==> src/rtl/seg_display_mux.sv <==
// Time-multiplexed 7-segment driver: frame-coherent snapshot, leading-zero blanking, PWM dimming.
// Outputs registered (one clk after index/PWM/enable change); no flow control. Optional blink via SEG_BLINK_EN.
module seg_display_mux #(
    parameter int DIGITS       = 4,
    parameter int REFRESH_DIV  = 10000,
    parameter int PWM_BITS     = 4,
    parameter int ACTIVE_LOW   = 1,
    parameter int BLINK_FRAMES = 32
) (
    input  logic                  clk,
    input  logic                  rst,
    input  logic [4*DIGITS-1:0]   data,
    input  logic [DIGITS-1:0]     dp_in,
`ifdef SEG_BLINK_EN
    input  logic [DIGITS-1:0]     blink_mask,
`endif
    input  logic                  blank_lz,
    input  logic [PWM_BITS-1:0]   brightness,
    input  logic                  enable,
    output logic [7:0]            seg,
    output logic [DIGITS-1:0]     cs,
    output logic                  frame_start
);

    localparam int PRE_W = $clog2(REFRESH_DIV);
    localparam int IDX_W = (DIGITS > 1) ? $clog2(DIGITS) : 1;
    localparam logic [PRE_W-1:0] PRE_LAST = PRE_W'(REFRESH_DIV - 1);
    localparam logic [IDX_W-1:0] IDX_LAST = IDX_W'(DIGITS - 1);
    localparam logic POL = (ACTIVE_LOW != 0);

    generate
        if (DIGITS < 1 || DIGITS > 8 || REFRESH_DIV < 2 || PWM_BITS < 1 || BLINK_FRAMES < 1) begin : g_bad_param
            $error("seg_display_mux: parameter out of range");
        end
    endgenerate

    function automatic logic [6:0] font(input logic [3:0] n);
        case (n)
            4'h0: font = 7'h3F;
            4'h1: font = 7'h06;
            4'h2: font = 7'h5B;
            4'h3: font = 7'h4F;
            4'h4: font = 7'h66;
            4'h5: font = 7'h6D;
            4'h6: font = 7'h7D;
            4'h7: font = 7'h07;
            4'h8: font = 7'h7F;
            4'h9: font = 7'h6F;
            4'hA: font = 7'h77;
            4'hB: font = 7'h7C;
            4'hC: font = 7'h39;
            4'hD: font = 7'h5E;
            4'hE: font = 7'h79;
            default: font = 7'h71;
        endcase
    endfunction

    logic [PRE_W-1:0]    presc;
    logic [IDX_W-1:0]    idx;
    logic [PWM_BITS-1:0] pwm_cnt;
    logic [4*DIGITS-1:0] shadow_data;
    logic [DIGITS-1:0]   shadow_dp;

    logic                tick;
    logic                wrap;
    logic                lit;
    logic                blanked;
    logic                blink_ok;
    logic                shown;
    logic [3:0]          cur_nib;
    logic [DIGITS-1:0]   upper_zero;
    logic                lz_acc;
    logic [DIGITS-1:0]   cs_on;
    logic [7:0]          seg_on;

    assign tick    = (presc == PRE_LAST);
    assign wrap    = tick && (idx == IDX_LAST);
    assign lit     = (&brightness) || (pwm_cnt < brightness);
    assign cur_nib = shadow_data[{idx, 2'b00} +: 4];

    // upper_zero[i]: shadow nibbles i..DIGITS-1 are all zero
    always_comb begin
        upper_zero = '0;
        lz_acc     = 1'b1;
        for (int i = DIGITS - 1; i >= 0; i--) begin
            lz_acc        = lz_acc & (shadow_data[4*i +: 4] == 4'h0);
            upper_zero[i] = lz_acc;
        end
    end

    assign blanked = blank_lz && (idx != '0) && upper_zero[idx];

`ifdef SEG_BLINK_EN
    localparam int FC_W = (BLINK_FRAMES > 1) ? $clog2(BLINK_FRAMES) : 1;
    logic [FC_W-1:0]   frame_cnt;
    logic              blink_off;
    logic [DIGITS-1:0] shadow_blink;

    always_ff @(posedge clk or posedge rst) begin
        if (rst) begin
            frame_cnt    <= '0;
            blink_off    <= 1'b0;
            shadow_blink <= '0;
        end else if (wrap) begin
            shadow_blink <= blink_mask;
            if (frame_cnt == FC_W'(BLINK_FRAMES - 1)) begin
                frame_cnt <= '0;
                blink_off <= ~blink_off;
            end else begin
                frame_cnt <= frame_cnt + 1'b1;
            end
        end
    end

    assign blink_ok = !(blink_off && shadow_blink[idx]);
`else
    assign blink_ok = 1'b1;
`endif

    assign shown  = enable && lit && !blanked && blink_ok;
    assign cs_on  = shown ? (DIGITS'(1) << idx) : '0;
    assign seg_on = shown ? {shadow_dp[idx], font(cur_nib)} : 8'h00;

    always_ff @(posedge clk or posedge rst) begin
        if (rst) begin
            presc       <= '0;
            idx         <= '0;
            pwm_cnt     <= '0;
            shadow_data <= '0;
            shadow_dp   <= '0;
            frame_start <= 1'b0;
            cs          <= POL ? '1 : '0;
            seg         <= POL ? 8'hFF : 8'h00;
        end else begin
            pwm_cnt     <= pwm_cnt + 1'b1;
            presc       <= tick ? '0 : presc + 1'b1;
            if (tick)
                idx <= (idx == IDX_LAST) ? '0 : idx + 1'b1;
            frame_start <= wrap;
            if (wrap) begin
                shadow_data <= data;
                shadow_dp   <= dp_in;
            end
            // cs is rebuilt from a single index each clk, so it can never show two digits
            cs  <= POL ? ~cs_on : cs_on;
            seg <= POL ? ~seg_on : seg_on;
        end
    end

endmodule

==> config.mk <==
export PLATFORM = sky130hd
export DESIGN_NAME = seg_display_mux
export DESIGN_NICKNAME = d
export VERILOG_FILES = /design/src/rtl/seg_display_mux.sv
export SDC_FILE = /design/constraint.sdc
export NUM_CORES = 1
export LEC_CHECK = 0
export ABC_AREA = 1
export BUFFER_PORTS_ARGS = -buffer_cell sky130_fd_sc_hd__buf_2
export CORE_ASPECT_RATIO = 1.4
export CORE_MARGIN = 2
export CORE_UTILIZATION = 50
export CTS_BUF_LIST = sky130_fd_sc_hd__clkbuf_2
export CTS_CLUSTER_DIAMETER = 120
export CTS_CLUSTER_SIZE = 8
export DETAILED_ROUTE_END_ITERATION = 10
export PLACE_DENSITY = 0.77
export SLEW_MARGIN = 15
export SYNTH_ARGS = -nofsm -noshare
export SYNTH_HDL_FRONTEND = slang
export SYNTH_SLANG_ARGS = --single-unit
==> constraint.sdc <==
create_clock -name clk -period 2.1 [get_ports clk]
set_input_delay 0.21 -clock clk [delete_from_list [all_inputs] [get_ports clk]]
set_output_delay 0.21 -clock clk [all_outputs]
set_load 0.01 [all_outputs]
### Word level (Yosys, flattened, before mapping)

Memories as Yosys holds them, arrays and structs flattened.
Cells that the tools add are included.

* memories: 1
* memory bits (read-only): 112
* logic and storage cells: 44
* output and inout port bits: 13
* bits in registers: 53

* mux-type cells: 8
* order comparisons: 2
* bitwise operators: 5
* shift-type cells: 2
* equality and inequality tests: 2
* reductions and logical operators: 13
* add/subtract/negate cells: 3

Memory list
* (name not given): depth 16, width 7, rd ports 1, clocked after Yosys merged registers in 0, wr ports 0, RTL line 38 `case (n)`

Operators with widths (count)
* $logic_not A4 Y1: 4
* $shiftx A16 B5 Y4: 1
* $add A14 B1 Y14 const B: 1
* $eq A14 B14 Y1 const B: 1
* $mux W14: 1
* $mux W8: 1
* $not A8 Y8: 1
* $logic_and A1 B1 Y1: 5
* $add A4 B1 Y4 const B: 1
* $bmux W1 S2: 2
* $lt A4 B4 Y1: 1
* $mux W4: 1
* $not A4 Y4: 1
* $reduce_and A4 Y1: 1
* $shl A1 B2 Y4 const A: 1
* $and A1 B1 Y1: 3
* $lt A2 B3 Y1 const B: 1
* $add A2 B1 Y2 const B: 1
* $eq A2 B2 Y1 const B: 1
* $mux W1: 2
* $mux W2: 1
* $reduce_bool A2 Y1: 1
* $logic_not A1 Y1: 1
* $logic_or A1 B1 Y1: 1

### Longest topological paths before layout

Gate-level depths: netlist of the first run.

* word-level depth: 11
* gate-level depth with buffers: 14
* gate-level depth less buffers: 13

### Worst setup path before layout of the first run

OpenSTA, ideal clock, no wires.

* kind: flip-flop to flip-flop
* start: register idx[0]
* end: register seg[1]
* cell stages (with the launch flop): 11
* setup slack: 0.505 ns
* period minus slack after synthesis: 1.595 ns
* data arrival time: 1.535 ns
* library setup time: 0.060 ns
* data required time: 2.040 ns
* cell sequence: dfrtp_1 -> buf_4 -> o21ai_0 -> nand2_1 -> nand2_1 -> inv_2 -> ha_1 -> inv_1 -> o21ai_1 -> nand3_1 -> nand2_1

* cells in the longest elaborated chain, start to end: 7

Ends and longest elaborated chain
* from (decl): RTL line 59 `logic [IDX_W-1:0] idx;`
* from (signal assigned): RTL line 138 `idx <= (idx == IDX_LAST) ? '0 : idx + 1'b1;`
* branches (longest 5 deep; another with $mem_v2 Z16 W7)
* $mux W8 *: RTL line 122 `assign seg_on = shown ? {shadow_dp[idx], font(cur_nib)} : 8'h00;`
* $not A8 Y8 *: RTL line 146 `seg <= POL ? ~seg_on : seg_on;`
* to (signal assigned): RTL line 133 `seg <= POL ? 8'hFF : 8'h00;`
* to (signal assigned): RTL line 146
* to (decl): RTL line 20 `output logic [7:0] seg,`

Mark *: on every way between the ends. The select of a mux whose other input is x is not followed.
A chain may end at the register's enable or synchronous reset.

### Worst setup path in the final report of the first run

Ends and elaborated chain as after synthesis.

==> flow_metrics.py, run 1 <==
metrics = {
    "worst_setup_path": {
        "required_ps": 2500,
        "crit_type": "reg -> reg",
        "path_buf_inv": 3,
        "crit_fanout": 15,
        "crit_path_max_incr_delay_ps": 550,
        "end_kind": "register",
        "worst-endpoint-arrival_ps": 2210,
        "crit_family": "flip-flops",
        "crit_path_start_kind": "register",
        "crit_chain": "inv_2, nand2_1, o21ai_1, nand2_1, nand2_1, inv_2, ha_1, inv_1, o21ai_1, nand3_1, nand2_1",
        "slowest_stage": "dfrtp_2",
        "cpMostUsedCell": "nand2_1",
    },
    "yosys": {
        "syn-cell-area_um2": 3000,
        "yosysWarnings": 0,
        "synth_seq_cells": 53,
        "syn_inst": 366,
        "synth_area_per_cell_um2": 8.21,
        "synth_fp_nets": 409,
        "synthDistinctLibCells": 28,
        "ys_seq_area_share_pct": 44.6,
    },
    "routing": {
        "drtIter0Drc": 68,
        "wl_per_cell_um": 10.6,
        "num_vias": 2380,
        "ant_nets": 0,
        "finalWirelength_um": 5360,
        "first_pass_iters": 4,
        "drc": 0,
        "viasPerCell": 4.73,
    },
    "sta": {
        "setup_tns_ps": 0,
        "slew_headroom_pct": 63.7,
        "hold_violations": 0,
        "maxSlewViolCount": 0,
        "finalCriticalPeriod_ps": 1810,
        "min_period_over_period_pct": 86.0,
        "fmax_mhz": 553,
        "setup_viol": 0,
        "worst_clock_skew_ps": 39.5,
        "rsz0062_at_grt": "false",
        "tightest_slew_ps": 544,
    },
    "finish": {
        "n_fill_cell": 524,
        "area_delta_synth_final_pct": 16.9,
        "layoutNonFillerInstCount": 503,
        "final_cell_area_um2": 3510,
        "layout_common_cells": "94 x nand2_1, 57 x inv_1, 40 x dfrtp_1, 40 x buf_2, 28 x nor2_1",
        "diodes": 0,
        "drive_gt1_share_pct": 30.0,
        "layout_commonest_cell": "nand2_1",
        "finalNetCount": 475,
    },
    "power": {
        "p_leak_nw": 1.93,
        "ir_drop_mv": 0.361,
        "internal-power_mw": 1.18,
        "seqPwrFrac_pct": 67.2,
        "powerDensity_nw_per_um2": 440,
        "pwr-share-clk_pct": 25.4,
        "p_switching_mw": 0.368,
        "switching_share_pct": 23.8,
        "power_mw": 1.55,
        "combPwrFrac_pct": 7.5,
    },
    "placed_design": {
        "gp_congestion": 0.914,
        "placedCellCount": 474,
        "placed_area_um2": 3260,
        "place_hpwl_um": 3960,
        "io_buffers": 40,
    },
    "global_route": {
        "grt_use_total_pct": 18.3,
        "grt_pass1_wl_um": 9810,
        "grt_remaining_overflow": 0,
        "grt_max_degree": 28,
        "grt_antenna_before_repair": 0,
        "grt_pass1_vias": 2352,
    },
    "die": {
        "core-area_um2": 5820,
        "rows": 33,
        "dieArea_um2": 6650,
        "die_h_um": 95.7,
        "io-pin-count": 41,
        "fp.dieW_um": 69.5,
        "initial_core_util_pct": 51.6,
    },
    "clock_network": {
        "worstSkewPairLatency_ps": 450,
        "tritoncts": "built",
        "cts_made_buffers": 5,
        "ctsLongestPathBuffers": 2,
        "post_cts_buffers": 0,
        "clkTransAtPathRegs_ps": 270,
        "ctsRootBufferMaster": "clkbuf_2",
        "cts.sinks": 53,
        "cts_max_level": 2,
    },
    "job": {
        "max_cap_violations": 0,
    },
    "min_path": {
        "hold_class": "in -> reg",
    },
    "run_status": {
        "status": "finished clean",
    },
}
==> timing repair <==
action,CTS,global route
resized for setup,0,1
setup endpoints to repair,0,5
hold buffers,21,0
hold endpoints to repair,40,0
==> synthesized netlist by cell type (all sizes together) <==
master | count | area, µm²
dfrtp | 41 | 1030
nor3 | 5 | 47.5
xor2 | 4 | 35.0
nand4 | 2 | 18.8
inv | 69 | 259
nor2 | 31 | 124
nand3 | 25 | 148
ha | 15 | 188
o22ai | 1 | 6.26
buf | 8 | 76.3
nand2 | 116 | 495
xnor2 | 1 | 8.76
a21oi | 3 | 15.0
and2 | 1 | 6.26
dfstp | 12 | 315
o21ai | 32 | 235
==> stage by stage <==
stage | setup slack, ps | hold slack, ps | util (%)
2_1_floorplan | 505 | 352 | -
3_3_place_gp | 274 | 282 | 56.0
3_5_place_dp | 199 | 287 | 56.0
4_1_cts | 163 | 100 | 60.3
5_1_grt | 27.7 | 103 | 60.3
6_report | 293 | 118 | 60.3
==> power groups by stage <==
stage	Clock (mW)	Combinational, mW	Sequential [mW]
floorplan	0	0.0399	1.06
global placement	0	0.0851	1.05
detailed placement	0	0.0875	1.05
CTS	0.417	0.117	1.04
global route	0.444	0.131	1.04
finish	0.392	0.115	1.04
==> layout make-up <==
type                       count  area, µm²  area share (%)
sequential                    53       1340            38.2
multi-input combinational    236       1330            37.8
timing repair buffer          67        455            13.0
inverter                      69        259            7.37
tap                           70       87.6            2.49
clock buffer                   6       30.0           0.855
clock inverter                 2       10.0           0.285
==> sequential cells by signal, indices dropped and copies added (netlist names) <==
name / count
cs: 4
pwm_cnt: 4
shadow_dp: 4
presc: 14
seg: 8
idx: 2
shadow_data: 16
frame_start: 1
==> worst paths after layout <==
check | start | to | slack [ps] | cells after the start
worst min-delay path | enable | cs[3] | 120 | 4
worst max-delay path | idx[0] | seg[1] | 290 | 11
min in group asynchronous | rst | presc[10] | 290 | 3
worst max register to register | idx[0] | seg[1] | 290 | 11
worst min register to register | presc[0] | presc[0] | 470 | 1
max in group asynchronous | rst | seg[1] | 1120 | 4
==> worst reg2reg max path: cells and delay by family (launching register included) <==
family / cells / cell delay (ps)
AND/OR/NAND/NOR: 5 / 410
AO/OA/AOI/OAI: 2 / 200
flip-flops: 1 / 550
buffers and inverters: 3 / 340
adder cells (fa/ha/maj): 1 / 280
==> per-layer routing <==
layer  GRT usage, %  wire length (µm)  vias to the layer above
li1               -                 -                     1247
met1           20.9              2300                     1084
met2           33.6              2750                       41
met3           3.56               206                        8
met4           7.35               105                        0
met5              0                 0                        -
==> logic make-up (layout without fill, tap and decap cells) <==
group                      count (synthesis)  in the layout  synth area share [%]
and+or+nand+nor                          180            180                  27.9
DFF                                       53             53                  44.6
xor gates and xnor gates                   5              5                  1.46
adders and majority gates                 15             15                  6.25
buffers and inverters                     77            144                  11.2
AOI/OAI and AO/OA                         36             36                  8.54
No activity file was read; power rests on OpenSTA's default activity.
==> inputs of run 2 (changes only) <==
--- a/config.mk
+++ b/config.mk
@@ -7,14 +7,14 @@
 export LEC_CHECK = 0
 export ABC_AREA = 1
 export BUFFER_PORTS_ARGS = -buffer_cell sky130_fd_sc_hd__buf_2
-export CORE_ASPECT_RATIO = 1.4
+export CORE_ASPECT_RATIO = 1.25
 export CORE_MARGIN = 2
 export CORE_UTILIZATION = 50
 export CTS_BUF_LIST = sky130_fd_sc_hd__clkbuf_2
 export CTS_CLUSTER_DIAMETER = 120
 export CTS_CLUSTER_SIZE = 8
 export DETAILED_ROUTE_END_ITERATION = 10
-export PLACE_DENSITY = 0.77
+export PLACE_DENSITY = 0.71
 export SLEW_MARGIN = 15
 export SYNTH_ARGS = -nofsm -noshare
 export SYNTH_HDL_FRONTEND = slang
==> constraint.sdc (replaced) <==
create_clock -name clk -period 2.1 [get_ports clk]
set_input_delay 0.315 -clock clk [delete_from_list [all_inputs] [get_ports clk]]
set_output_delay 0.315 -clock clk [all_outputs]
set_load 0.01 [all_outputs]
==> run 2 against run 1 <==
  * The run now ends with negative hold slack left
  * Non-clock buffer count decreased by 23
  * Critical path depth stayed put
  * Register-to-register slack worse by 50 ps
  * Utilization fell by 3.3 points
  * Power up 6.1%
  * Combinational power down 29%
  * Sequential share of layout area is 2.2 points higher
  * Critical endpoint unchanged
==> flow_metrics.py, run 2 (same netlist as run 1, synthesis figures left out) <==
metrics = {
    "power": {
        "p_leak_nw": 1.84,
        "powerDensity_nw_per_um2": 494,
        "power_mw": 1.64,
        "ir_drop_mv": 0.272,
    },
    "placed_design": {
        "place_hpwl_um": 3940,
        "dpl_worst_slack_ps": 206,
        "placedCellCount": 468,
        "io_buffers": 40,
        "gp_congestion": 0.857,
        "placed_area_um2": 3250,
    },
    "worst_setup_path": {
        "cpMostUsedCell": "nand2_1",
        "crit_family": "flip-flops",
        "crit_path_max_incr_delay_ps": 560,
        "path_buf_inv": 3,
        "worst-endpoint-arrival_ps": 2260,
        "crit_path_start_kind": "register",
        "crit_fanout": 15,
        "crit_chain": "inv_2, nand2_1, o21ai_1, nand2_1, nand2_1, inv_2, ha_1, inv_1, o21ai_1, nand3_1, nand2_1",
        "regToRegSetupSlack_ps": 240,
        "required_ps": 2500,
        "crit_type": "reg -> reg",
        "end_kind": "register",
        "slowest_stage": "dfrtp_2",
    },
    "sta": {
        "hold_violations": 11,
        "fmax_mhz": 538,
        "maxSlewViolCount": 0,
        "worst_slack_ps": 243,
        "rsz0062_at_grt": "false",
        "slew_headroom_pct": 57.1,
        "setup_viol": 0,
        "setup_tns_ps": 0,
        "finalCriticalPeriod_ps": 1860,
        "whs_ps": -11.1,
        "tightest_slew_ps": 643,
        "min_period_over_period_pct": 88.5,
        "worst_clock_skew_ps": 31.1,
    },
    "clock_network": {
        "ctsRootBufferMaster": "clkbuf_2",
        "clkTransAtPathRegs_ps": 270,
        "worstSkewPairLatency_ps": 440,
        "cts_made_buffers": 5,
        "ctsLongestPathBuffers": 2,
        "cts_max_level": 2,
        "tritoncts": "built",
        "post_cts_buffers": 0,
        "cts.sinks": 53,
    },
    "routing": {
        "drtIter0Drc": 84,
        "wl_per_cell_um": 10.8,
        "drc": 0,
        "viasPerCell": 4.69,
        "first_pass_iters": 4,
        "ant_nets": 0,
        "num_vias": 2232,
        "finalWirelength_um": 5140,
    },
    "finish": {
        "layoutNonFillerInstCount": 476,
        "largest_reg_flops": 16,
        "layout_common_cells": "94 x nand2_1, 57 x inv_1, 40 x dfrtp_1, 40 x buf_2, 28 x nor2_1",
        "reg.largest.list": "shadow_data x16, presc x14, seg x8",
        "diodes": 0,
        "largest_register": "shadow_data",
        "layout_commonest_cell": "nand2_1",
        "finalNetCount": 452,
        "area_delta_synth_final_pct": 10.5,
        "finish.utilization_pct": 57.0,
        "final_cell_area_um2": 3320,
        "drive_gt1_share_pct": 31.0,
    },
    "run_status": {
        "violations": "negative hold slack",
        "status": "complete, but fails checks",
    },
    "global_route": {
        "grt_use_total_pct": 17.9,
        "grt_pass1_wl_um": 9330,
        "grt_pass1_vias": 2220,
        "grt_max_degree": 54,
        "grt_antenna_before_repair": 0,
        "grt_remaining_overflow": 0,
    },
    "die": {
        "die_h_um": 90.7,
        "core-area_um2": 5820,
        "fp.dieW_um": 73.3,
        "dieArea_um2": 6650,
        "rows": 31,
        "io-pin-count": 41,
        "initial_core_util_pct": 51.6,
    },
    "job": {
        "max_cap_violations": 0,
    },
    "min_path": {
        "hold_class": "in -> async",
    },
}
==> run 2: final timing paths <==
kind	from	endpoint	cells after the start
min in group clk	dp_in[3]	shadow_dp[3]	3
min reg2reg	presc[0]	presc[0]	1
max reg2reg	idx[0]	seg[1]	11
max in group asynchronous	rst	idx[0]	3
min	rst	frame_start	3
max	idx[0]	seg[1]	11
==> run 2: per-layer routing <==
layer / part of all wire (%) / wire length [µm] / track usage [%]
met5: 0 / 0 / 0
met4: 2.2 / 114 / 6.52
met3: 3.3 / 172 / 3.57
met2: 51 / 2630 / 31.6
met1: 43 / 2230 / 20.8
==> run 2: repair_timing <==
item | 4_1_cts | 5_1_grt
hold buffers | 0 | 0
endpoints found under the setup margin | 0 | 8
resized for setup | 0 | 1
==> run 2: worst min-delay path: stages <==
cell and delay, ps:
buf_2 100, inv_2 30, buf_4 500
==> run 2: area by class of cell <==
| cell class | count | area (µm²) |
|---|---|---|
| fill | 545 | 2500 |
| sequential | 53 | 1340 |
| clock inverter | 2 | 33.8 |
| timing repair buffer | 44 | 243 |
| multi-input combinational | 236 | 1330 |
| tap | 66 | 82.6 |
| inverter | 69 | 259 |
| clock buffer | 6 | 30.0 |
==> run 2: where the power goes <==
| group | internal, mW | switching, mW | leakage [nW] | total [mW] |
|---|---|---|---|---|
| Sequential | 1.04 | 0.00230 | 0.575 | 1.04 |
| Combinational | 0.0311 | 0.0506 | 1.23 | 0.0817 |
| Clock | 0.202 | 0.318 | 0.0406 | 0.520 |
==> inputs of run 3 (changes only) <==
--- a/config.mk
+++ b/config.mk
@@ -9,12 +9,11 @@
 export BUFFER_PORTS_ARGS = -buffer_cell sky130_fd_sc_hd__buf_2
 export CORE_ASPECT_RATIO = 1.25
 export CORE_MARGIN = 2
-export CORE_UTILIZATION = 50
+export CORE_UTILIZATION = 30
 export CTS_BUF_LIST = sky130_fd_sc_hd__clkbuf_2
 export CTS_CLUSTER_DIAMETER = 120
 export CTS_CLUSTER_SIZE = 8
 export DETAILED_ROUTE_END_ITERATION = 10
-export PLACE_DENSITY = 0.71
 export SLEW_MARGIN = 15
 export SYNTH_ARGS = -nofsm -noshare
 export SYNTH_HDL_FRONTEND = slang
==> run 3 against run 2 <==
  * The run now ends clean
  * Cell area is 2.5% higher
  * Non-clock buffer count is 2 higher
  * Clock-buffer cell count is the same
  * Sequential share of layout area down 1.0 points
  * Clock power decreased by 22%
  * Global-route usage decreased by 6.3 points
  * Wire length up 9.3%
  * Via count up 2.3%
==> flow_metrics.py, run 3 (same netlist as run 1, synthesis figures left out) <==
metrics = {
    "finish": {
        "multi_input_area_um2": 1330,
        "layout_common_cells": "94 x nand2_1, 57 x inv_1, 41 x dfrtp_1",
        "seq_area_um2": 1340,
        "reg.largest.list": "shadow_data x16, presc x14, seg x8",
        "finalNetCount": 454,
        "finish.utilization_pct": 35.2,
        "n_fill_cell": 1030,
        "largest_reg_flops": 16,
        "area_delta_synth_final_pct": 13.2,
        "layout_commonest_cell": "nand2_1",
        "largest_register": "shadow_data",
        "drive_gt1_share_pct": 30.8,
        "final_cell_area_um2": 3400,
        "diodes": 0,
        "layoutNonFillerInstCount": 538,
    },
    "die": {
        "die_h_um": 116,
        "io-pin-count": 41,
        "core-area_um2": 9660,
        "fp.dieW_um": 93.5,
        "rows": 40,
        "dieArea_um2": 10800,
        "initial_core_util_pct": 31.1,
    },
    "worst_setup_path": {
        "worst-endpoint-arrival_ps": 2210,
        "regToRegSetupSlack_ps": 290,
        "crit_path_start_kind": "register",
        "end_kind": "register",
        "crit_fanout": 10,
        "crit_type": "reg -> reg",
        "required_ps": 2500,
    },
    "clock_network": {
        "cts_max_level": 2,
        "cts_made_buffers": 5,
        "ctsResizeCount": 0,
        "cts.sinks": 53,
        "ctsRootBufferMaster": "clkbuf_2",
        "post_cts_buffers": 0,
        "worstSkewPairLatency_ps": 450,
        "ctsLongestPathBuffers": 2,
        "ctsHoldBuffers": 1,
        "tritoncts": "built",
        "clkTransAtPathRegs_ps": 300,
    },
    "sta": {
        "hold_violations": 0,
        "setup_tns_ps": 0,
        "finalCriticalPeriod_ps": 1810,
        "setup_viol": 0,
        "worst_slack_ps": 289,
        "whs_ps": 45.0,
        "maxSlewViolCount": 0,
        "slew_headroom_pct": 66.9,
        "rsz0062_at_grt": "false",
        "fmax_mhz": 552,
        "tightest_slew_ps": 496,
        "min_period_over_period_pct": 86.2,
        "worst_clock_skew_ps": 53.8,
    },
    "global_route": {
        "grt_antenna_before_repair": 0,
        "grt_pass1_vias": 2315,
        "grt_pass1_wl_um": 10200,
        "grt_remaining_overflow": 0,
        "grt_use_total_pct": 11.5,
        "grt_max_degree": 31,
    },
    "power": {
        "power_mw": 1.53,
        "powerDensity_nw_per_um2": 451,
        "ir_drop_mv": 0.194,
        "p_leak_nw": 1.84,
    },
    "run_status": {
        "status": "finished clean",
    },
    "routing": {
        "num_vias": 2283,
        "finalWirelength_um": 5620,
        "drc": 0,
        "viasPerCell": 4.24,
        "drtIter0Drc": 108,
        "first_pass_iters": 5,
        "wl_per_cell_um": 10.4,
        "ant_nets": 0,
    },
    "placed_design": {
        "place_hpwl_um": 4350,
        "dpl_worst_slack_ps": 351,
        "placed_area_um2": 3350,
        "io_buffers": 40,
        "gp_congestion": 0.820,
        "placedCellCount": 529,
    },
    "job": {
        "max_cap_violations": 0,
    },
    "min_path": {
        "hold_class": "in -> reg",
    },
}
run 3: cell types whose count changed in the layout (fill, tap and decap cells not counted):
cell,change
buf_12,+1
bufinv_16,-1
clkinvlp_4,+1
dfrtp_1,+1
dfrtp_2,-1
dlygate4sd3_1,+1
run 3: final cells by class:
cell class              instances  area share, %
clock buffers                   6          0.883
repair buffers                 46           8.02
flip-flops and latches         53           39.5
multi-input cells             236           39.1
well taps                     126           4.64
clock inverters                 2          0.331
inverters                      69           7.62
run 3: path summary, 6_finish.rpt:
path / from / end / cells past startpoint
worst max-delay path: idx[0] / seg[1] / 10
worst min-delay path: data[7] / shadow_data[7] / 3
min in group asynchronous: rst / shadow_data[10] / 3
worst max register to register: idx[0] / seg[1] / 10
worst min register to register: presc[0] / presc[0] / 1
max in group asynchronous: rst / presc[7] / 4
run 3: layer usage:
layer	global-route usage [%]	vias to the layer above	wire length, µm
met1	15.2	1038	2740
met2	19.7	39	2620
met4	3.92	0	80
met5	0	-	0
met3	1.30	7	180
li1	-	1199	-
run 3: worst max-delay path: stages, from the launching register on:
cell     delay (ps)
dfrtp_1         500
buf_4           200
o21ai_0         160
nand2_1          70
nand2_1         160
inv_2            90
ha_1            270
inv_1            50
o21ai_1         130
nand3_1          90
nand2_1          70
run 3: power by group:
group          total (mW)  switching (mW)  leakage, nW  internal (mW)
combinational      0.0889          0.0540         1.24         0.0349
sequential           1.04         0.00183        0.576           1.04
clock               0.406           0.323       0.0266         0.0830
total                1.53           0.379         1.84           1.15
